==> config.mk <==
export PLATFORM = sky130hd
export DESIGN_NAME = cdb_arbiter
export DESIGN_NICKNAME = d
export VERILOG_FILES = /design/src/rtl/cdb_arbiter.sv
export SDC_FILE = /design/constraint.sdc
export NUM_CORES = 1
export LEC_CHECK = 0
export BUFFER_PORTS_ARGS = -buffer_cell sky130_fd_sc_hd__buf_2
export CAP_MARGIN = 20
export CORE_UTILIZATION = 25
export DETAILED_ROUTE_END_ITERATION = 10
export GPL_TIMING_DRIVEN = 0
export RECOVER_POWER = 50
export SLEW_MARGIN = 20
export SYNTH_ARGS = -nofsm -noshare
export SYNTH_HDL_FRONTEND = slang
export SYNTH_SLANG_ARGS = --single-unit
==> constraint.sdc <==
create_clock -name clk_i -period 5.55 [get_ports clk_i]
set_input_delay 0.8325 -clock clk_i [delete_from_list [all_inputs] [get_ports clk_i]]
set_output_delay 0.8325 -clock clk_i [all_outputs]
set_load 0.02 [all_outputs]
==> src/rtl/cdb_arbiter.sv <==
// Common data bus arbiter: per-source 2-entry result queues drained round-robin
// onto a registered broadcast of one result per cycle.
module cdb_arbiter #(
    parameter  int unsigned NUM_SRC = 3,
    parameter  int unsigned TAG_W   = 3,
    parameter  int unsigned DATA_W  = 4,
    parameter  int unsigned DEPTH   = 2,
    localparam int unsigned SRC_W   = (NUM_SRC > 1) ? $clog2(NUM_SRC) : 1
) (
    input  logic                      clk_i,
    input  logic                      rst_i,
    input  logic                      flush_i,
    input  logic [NUM_SRC-1:0]        src_valid_i,
    output logic [NUM_SRC-1:0]        src_ready_o,
    input  logic [NUM_SRC*TAG_W-1:0]  src_tag_i,
    input  logic [NUM_SRC*DATA_W-1:0] src_data_i,
    output logic                      cdb_valid_o,
    output logic [TAG_W-1:0]          cdb_tag_o,
    output logic [DATA_W-1:0]         cdb_data_o,
    output logic [SRC_W-1:0]          cdb_src_o
);

    localparam int unsigned CNT_W    = $clog2(DEPTH + 1);
    localparam int unsigned LAST_SRC = NUM_SRC - 1;

    typedef struct packed {
        logic [TAG_W-1:0]  tag;
        logic [DATA_W-1:0] data;
    } entry_t;

    entry_t             head_q [NUM_SRC];
    entry_t             head_d [NUM_SRC];
    entry_t             tail_q [NUM_SRC];
    entry_t             tail_d [NUM_SRC];
    entry_t             in_ent [NUM_SRC];
    logic [CNT_W-1:0]   cnt_q  [NUM_SRC];
    logic [CNT_W-1:0]   cnt_d  [NUM_SRC];
    logic [NUM_SRC-1:0] ready_q, ready_d;
    logic [NUM_SRC-1:0] push, pop;
    logic [SRC_W-1:0]   ptr_q, ptr_d;

    logic               cdb_valid_q, cdb_valid_d;
    logic [TAG_W-1:0]   cdb_tag_q, cdb_tag_d;
    logic [DATA_W-1:0]  cdb_data_q, cdb_data_d;
    logic [SRC_W-1:0]   cdb_src_q, cdb_src_d;

    logic               grant_vld;
    logic [SRC_W-1:0]   grant_idx;

    function automatic logic [SRC_W-1:0] rr_idx(input logic [SRC_W-1:0] base,
                                                input int unsigned      off);
        int unsigned sum;
        sum = 32'(base) + off;
        return SRC_W'(sum % NUM_SRC);
    endfunction

    // First non-empty queue at or after the round-robin pointer wins
    always_comb begin
        grant_vld = 1'b0;
        grant_idx = '0;
        for (int unsigned k = 0; k < NUM_SRC; k++) begin
            if (!grant_vld && (cnt_q[rr_idx(ptr_q, k)] != '0)) begin
                grant_vld = 1'b1;
                grant_idx = rr_idx(ptr_q, k);
            end
        end
    end

    // Queue, pointer and broadcast next-state
    always_comb begin
        ptr_d       = ptr_q;
        cdb_valid_d = grant_vld;
        cdb_tag_d   = cdb_tag_q;
        cdb_data_d  = cdb_data_q;
        cdb_src_d   = cdb_src_q;
        push        = '0;
        pop         = '0;
        ready_d     = '0;

        if (grant_vld) begin
            cdb_tag_d  = head_q[grant_idx].tag;
            cdb_data_d = head_q[grant_idx].data;
            cdb_src_d  = grant_idx;
            ptr_d      = (grant_idx == SRC_W'(LAST_SRC)) ? '0 : grant_idx + SRC_W'(1);
        end

        for (int unsigned i = 0; i < NUM_SRC; i++) begin
            in_ent[i].tag  = src_tag_i[i*TAG_W +: TAG_W];
            in_ent[i].data = src_data_i[i*DATA_W +: DATA_W];
            push[i]        = src_valid_i[i] & ready_q[i];
            pop[i]         = grant_vld && (grant_idx == SRC_W'(i));
            head_d[i]      = head_q[i];
            tail_d[i]      = tail_q[i];
            cnt_d[i]       = cnt_q[i];

            // Pop shifts the tail forward; a push then lands in the first free slot
            if (pop[i]) begin
                head_d[i] = tail_q[i];
                cnt_d[i]  = cnt_q[i] - CNT_W'(1);
            end
            if (push[i]) begin
                if (cnt_d[i] == '0) begin
                    head_d[i] = in_ent[i];
                end else begin
                    tail_d[i] = in_ent[i];
                end
                cnt_d[i] = cnt_d[i] + CNT_W'(1);
            end

            if (flush_i) begin
                cnt_d[i] = '0;
            end
            ready_d[i] = (cnt_d[i] != CNT_W'(DEPTH));
        end

        if (flush_i) begin
            cdb_valid_d = 1'b0;
            cdb_tag_d   = cdb_tag_q;
            cdb_data_d  = cdb_data_q;
            cdb_src_d   = cdb_src_q;
            ptr_d       = ptr_q;
        end
    end

    always_ff @(posedge clk_i) begin
        if (rst_i) begin
            for (int unsigned i = 0; i < NUM_SRC; i++) begin
                cnt_q[i]  <= '0;
                head_q[i] <= '0;
                tail_q[i] <= '0;
            end
            ready_q     <= '1;
            ptr_q       <= '0;
            cdb_valid_q <= 1'b0;
            cdb_tag_q   <= '0;
            cdb_data_q  <= '0;
            cdb_src_q   <= '0;
        end else begin
            cnt_q       <= cnt_d;
            head_q      <= head_d;
            tail_q      <= tail_d;
            ready_q     <= ready_d;
            ptr_q       <= ptr_d;
            cdb_valid_q <= cdb_valid_d;
            cdb_tag_q   <= cdb_tag_d;
            cdb_data_q  <= cdb_data_d;
            cdb_src_q   <= cdb_src_d;
        end
    end

    assign src_ready_o = ready_q;
    assign cdb_valid_o = cdb_valid_q;
    assign cdb_tag_o   = cdb_tag_q;
    assign cdb_data_o  = cdb_data_q;
    assign cdb_src_o   = cdb_src_q;

endmodule

==> results.toml, run 1 <==
[setup_path]
path_cells = "inv_1, ha_1, buf_6, nor4_4, a221oi_1, nor4_1, a211oi_1, buf_6, nand2_1, xor2_1, ha_1, and3_1, clkbuf_1, clkbuf_1, nor2_1, nand3_1, o311a_1"
criticalPathCategory = "register to register"
worstPathArrival_ns = 4.74
critPathLaunch = "ptr_q[0]"
cp-start-kind = "register"
worstPathRequired_ns = 5.81
slowest_stage = "nor4_1"
reg2regPathDepth = 17
max_stage_delay_ns = 0.98
worstPathMaxFanout = 10
r2r-start = "ptr_q[0]"
reg2reg_slack_ns = 1.08
cp-end-kind = "register"
worstSetupEndpoint = "head_q[19]"
r2r-end = "head_q[19]"

[floorplanning]
die_height_um = 118
fp.dieW_um = 118
ios = 40
die_area_sq_mm = 0.0139
coreArea_sq_mm = 0.0132
fp-row-count = 42
start_util_pct = 25.5

[synth]
ys_warn_count = 0
synth_flop_cell = "dfxtp_1"
synth_edf_count = 0
syn_nets = 431
syn_inst = 397
syn_area_per_cell_sq_um = 8.47
syn_area_sq_mm = 0.00336
async_flop_share_pct = 0
synth_cell_types = 62
synth-seq-area-share_pct = 37.5
ys_ff_latch = 63

[cts]
cts_resized = 0
clock_latency_ns = 0.32
cts-root-buf = "clkbuf_16"
cts_tree = "yes"
holdBufCountCts = 0
cts_buffers = 9
cts_buffer_depth = 2
cts.reportedPaths.clkPinSlew_ns = 0.05
htree_levels = 3
post_cts.repair.setup_buffers = 0
cts_num_sinks = 63

[sta]
skew_ns = 0.00500
drv_slew = 0
timing.setup.tns_ns = 0
max_slew_margin_pct = 23.8
rsz0062_at_grt = "no"
finalSetupViolCount = 0
worst_slack_ns = 1.08
hold_violations = 0
whs_ns = 0.456
tightestPinTransition_ns = 1.13
fin_crit_sh_pct = 80.6
fmax_ghz = 0.224
fin_crit_ns = 4.47

[run]
cap_violations = 0

[power]
p_leak_nw = 1.53
peakVddDrop_v = 0.000315
power.total_mw = 3.23
power.density_mw_per_mm2 = 804

[routing]
ant_nets = 0
wl_mm = 8.72
remaining_drc_errors = 0
vias = 2951
drtIter0Drc = 297
avgRoutedWirePerCell_um = 13.9
vias_per_cell = 4.71
drt_pass1_iterations = 4

[finish]
post-route-util_pct = 30.5
final_common_cell = "nand2_1"
stdcell_count = 626
n_antenna_cell = 0
synthToLayoutAreaGrowth_pct = 19.5
final_nets = 480
fillers = 1394
drive_gt1_share_pct = 15.1
fin_area_sq_mm = 0.00402
layout_common_cells = "nand2_1, dfxtp_1, nor2_1"

[placed_design]
dpl.hpwl_mm = 6.70
gp_congestion = 0.833
place_area_sq_mm = 0.00377
io_buffer_count = 38
dp.cells = 611
dpl_worst_slack_ns = 1.61

[grt]
grt_pass1_vias = 2867
grt_antenna_before_repair = 0
grt_use_total_pct = 13.2
grt_max_degree = 11
grt_overflow_total = 0
grt_pass1_wl_mm = 14.5

[hold_path]
hp-class = "register to register"

[outcome]
status = "complete, no violations"
## power breakdown
part           internal (mW)  switching [mW]  total [mW]
Clock                  0.426           0.190       0.616
Sequential             0.608           0.101       0.709
Combinational          0.770            1.14        1.91
Total                   1.80            1.43        3.23
## how the worst min path moves through the flow
stage                    endpoint           from  cells past startpoint  slack (ns)
floorplan              tail_q[10]     tail_q[10]                      2        0.44
global placement        tail_q[7]      tail_q[7]                      2        0.44
detailed placement      tail_q[9]      tail_q[9]                      2        0.45
CTS                     tail_q[9]      tail_q[9]                      2        0.46
global route            tail_q[4]      tail_q[4]                      2        0.48
finish              cdb_data_o[3]  cdb_data_o[3]                      2        0.46
## critical path: cells and delay by family, from the launching register on
kind / cells / cell delay, ns
AND/OR/NAND/NOR: 6 / 1.69
AO/OA/AOI/OAI: 3 / 0.60
buffers and inverters: 5 / 1.04
flip-flops: 1 / 0.37
adder cells (fa/ha/maj): 2 / 0.53
XOR/XNOR: 1 / 0.16
## state kept, by name, indices dropped and copies added (netlist names)
signal,count
head_q,21
tail_q,21
cnt_q,6
cdb_data_o,4
cdb_tag_o,3
src_ready_o,3
cdb_src_o,2
ptr_q,2
cdb_valid_o,1
## routing by layer
layer  GRT usage, %  up-vias  wire length (um)
met5              0        -                 0
met4           4.01        0                42
met3           3.88        5               392
met2           20.2       57              3900
met1           17.7     1359              4390
li1               -     1530                 -
## cells in the mapped netlist (all sizes together), types with 2 or more instances
library cell | instances | area (sq um)
inv | 4 | 15.0
and2 | 2 | 15.0
and3b | 2 | 17.5
o21ai | 6 | 33.8
or2 | 3 | 18.8
buf | 11 | 101
nor2 | 46 | 178
a21boi | 9 | 67.6
nand4 | 2 | 12.5
nand3 | 17 | 85.1
ha | 7 | 87.6
a211oi | 11 | 105
nand2 | 78 | 300
clkbuf | 18 | 67.6
nand2b | 2 | 12.5
mux2i | 10 | 100
nor4 | 4 | 76.3
o311ai | 7 | 61.3
and3 | 8 | 50.1
o311a | 7 | 70.1
a21oi | 34 | 170
a211o | 2 | 17.5
nor3 | 4 | 25.0
a311oi | 7 | 61.3
a21o | 8 | 60.1
xor2 | 2 | 25.0
o21bai | 2 | 30.0
dfxtp | 63 | 1260
mux2 | 2 | 26.3
or4 | 2 | 15.0
a221oi | 4 | 76.3
## area by class of cell
class	instances	area [sq um]	share of cell area, %
Timing Repair Buffer	38	174	4.33
Clock inverter	3	65.1	1.62
Tap cell	176	220	5.48
Clock buffer	12	267	6.63
Multi-Input combinational cell	301	1860	46.2
Sequential cell	63	1260	31.4
Buffer	29	161	4.01
Inverter	4	15.0	0.373
## logic make-up (layout without fill, tap and decap cells)
group	count (synthesis)	in the layout	share of synthesized area, %
xor+xnor	3	3	1.00
buf+inv	33	86	5.47
flops	63	63	37.5
fa+ha+maj	7	7	2.60
mux	12	12	3.76
simple gates	175	175	25.0
compound gates	104	104	24.6
(Power assumes the default switching activity.)
==> inputs of run 2 (changes only) <==
==> constraint.sdc (replaced) <==
create_clock -name clk_i -period 3.8 [get_ports clk_i]
set_input_delay 0.57 -clock clk_i [delete_from_list [all_inputs] [get_ports clk_i]]
set_output_delay 0.57 -clock clk_i [all_outputs]
set_load 0.02 [all_outputs]
==> results.toml, run 2 (synthesis gave the netlist of run 1 again) <==
[grt]
grt_use_total_pct = 13.2
grt_pass1_wl_mm = 14.5
grt_max_degree = 11
grt_overflow_total = 0
grt_pass1_vias = 2873
grt_antenna_before_repair = 0

[hold_path]
whs_path_depth = 2
hp-class = "register to register"

[finish]
layout_common_cells = "nand2_1, dfxtp_1, nor2_1"
reg_top3 = "head_q (21), tail_q (21), cnt_q (6)"
final_nets = 483
synthToLayoutAreaGrowth_pct = 23.3
n_antenna_cell = 0
final_common_cell = "nand2_1"
stdcell_count = 629
drive_gt1_share_pct = 18.5

[cts]
clock_latency_ns = 0.32
cts_buffers = 9
cts_num_sinks = 63
holdBufCountCts = 0
htree_levels = 3
cts_buffer_depth = 2
cts-root-buf = "clkbuf_16"
cts.reportedPaths.clkPinSlew_ns = 0.05
cts_tree = "yes"

[setup_path]
cp-start-kind = "register"
reg2regPathDepth = 17
worstPathMaxFanout = 10
worstPathRequired_ns = 4.06
worstPathArrival_ns = 3.86
criticalPathCategory = "register to register"
cp-end-kind = "register"

[floorplanning]
fp-row-count = 42
die_area_sq_mm = 0.0139
fp.dieW_um = 118
die_height_um = 118
coreArea_sq_mm = 0.0132
start_util_pct = 25.5
ios = 40

[sta]
hold_violations = 0
rsz0062_at_grt = "yes"
drv_slew = 0
finalSetupViolCount = 0
skew_ns = 0.00687
fin_crit_sh_pct = 94.6
fmax_ghz = 0.278
max_slew_margin_pct = 60.3
fin_crit_ns = 3.59
tightestPinTransition_ns = 0.596

[outcome]
status = "complete, no violations"

[placed_design]
io_buffer_count = 38
dpl.hpwl_mm = 6.70
dp.cells = 611
gp_congestion = 0.833

[routing]
vias = 2957
drtIter0Drc = 309
wl_mm = 8.75
avgRoutedWirePerCell_um = 13.9
remaining_drc_errors = 0
ant_nets = 0
vias_per_cell = 4.70
drt_pass1_iterations = 4

[run]
cap_violations = 0
run 2: cell count changes in the layout (fill, tap and decap cells not counted), moves of 2 or more:
cell	previous run	this run
nor4_4	2	4
nor4_1	2	0
o311ai_1	0	3
o311ai_0	7	4
clkbuf_1	32	28
buf_4	1	6
o21ai_1	0	2
o21ai_0	5	3
run 2: critical path, stage by stage (launching register included):
cell	delay, ns
dfxtp_1	0.37
inv_1	0.08
ha_1	0.31
buf_6	0.15
o21bai_4	0.18
a221o_1	0.40
a311o_1	0.34
a211oi_4	0.25
buf_6	0.14
nand2_1	0.05
xor2_1	0.16
ha_2	0.22
and3_1	0.15
clkbuf_1	0.19
buf_4	0.21
nor2_1	0.05
nand3_1	0.09
o311a_1	0.17
run 2: final cells by class:
| class | instances | area, sq um |
|---|---|---|
| fill | 1382 | 9040 |
| multi-input combinational | 301 | 1940 |
| sequential | 63 | 1260 |
| clock buffer | 12 | 267 |
| tap | 176 | 220 |
| timing repair buffer | 42 | 204 |
| buffer | 28 | 173 |
| clock inverter | 3 | 65.1 |
| inverter | 4 | 15.0 |
run 2: final timing paths:
path | from | to | slack, ns
worst max-delay path | ptr_q[0] | head_q[19] | 0.21
worst min-delay path | cdb_tag_o[2] | cdb_tag_o[2] | 0.46
worst min register to register | cdb_tag_o[2] | cdb_tag_o[2] | 0.46
worst max register to register | ptr_q[0] | head_q[19] | 0.21
run 2: metal layers:
layer / wire, um / vias to the layer above / track usage [%]
met3: 390 / 2 / 3.88
met1: 4380 / 1368 / 17.7
met4: 31 / 0 / 4.01
met2: 3940 / 59 / 20.2
met5: 0 / - / 0
li1: - / 1528 / -
run 2: repair_timing:
| item | in CTS | in global routing |
|---|---|---|
| endpoints found under the setup margin | 7 | 19 |
| setup buffers | 1 | 3 |
| pin swaps | 1 | 1 |
| gates resized for setup | 1 | 12 |
run 2: per-stage QoR:
stage               setup TNS (ns)  setup WS, ns  cell area [sq um]  hold WS, ns  util [%]
CTS                              0        0.0605               4110        0.458      31.2
global route               -0.0415       -0.0243               4150        0.476      31.4
global placement            -0.291       -0.0913               3770        0.442      28.6
detailed placement          -0.494        -0.141               3770        0.451      28.6
finish                           0         0.207               4150        0.455      31.4
floorplan                        0         0.256               3360        0.436         -
Power of run 2 is not shown: default switching activity piles up to over one toggle a cycle in this logic, so the estimate is an artifact.
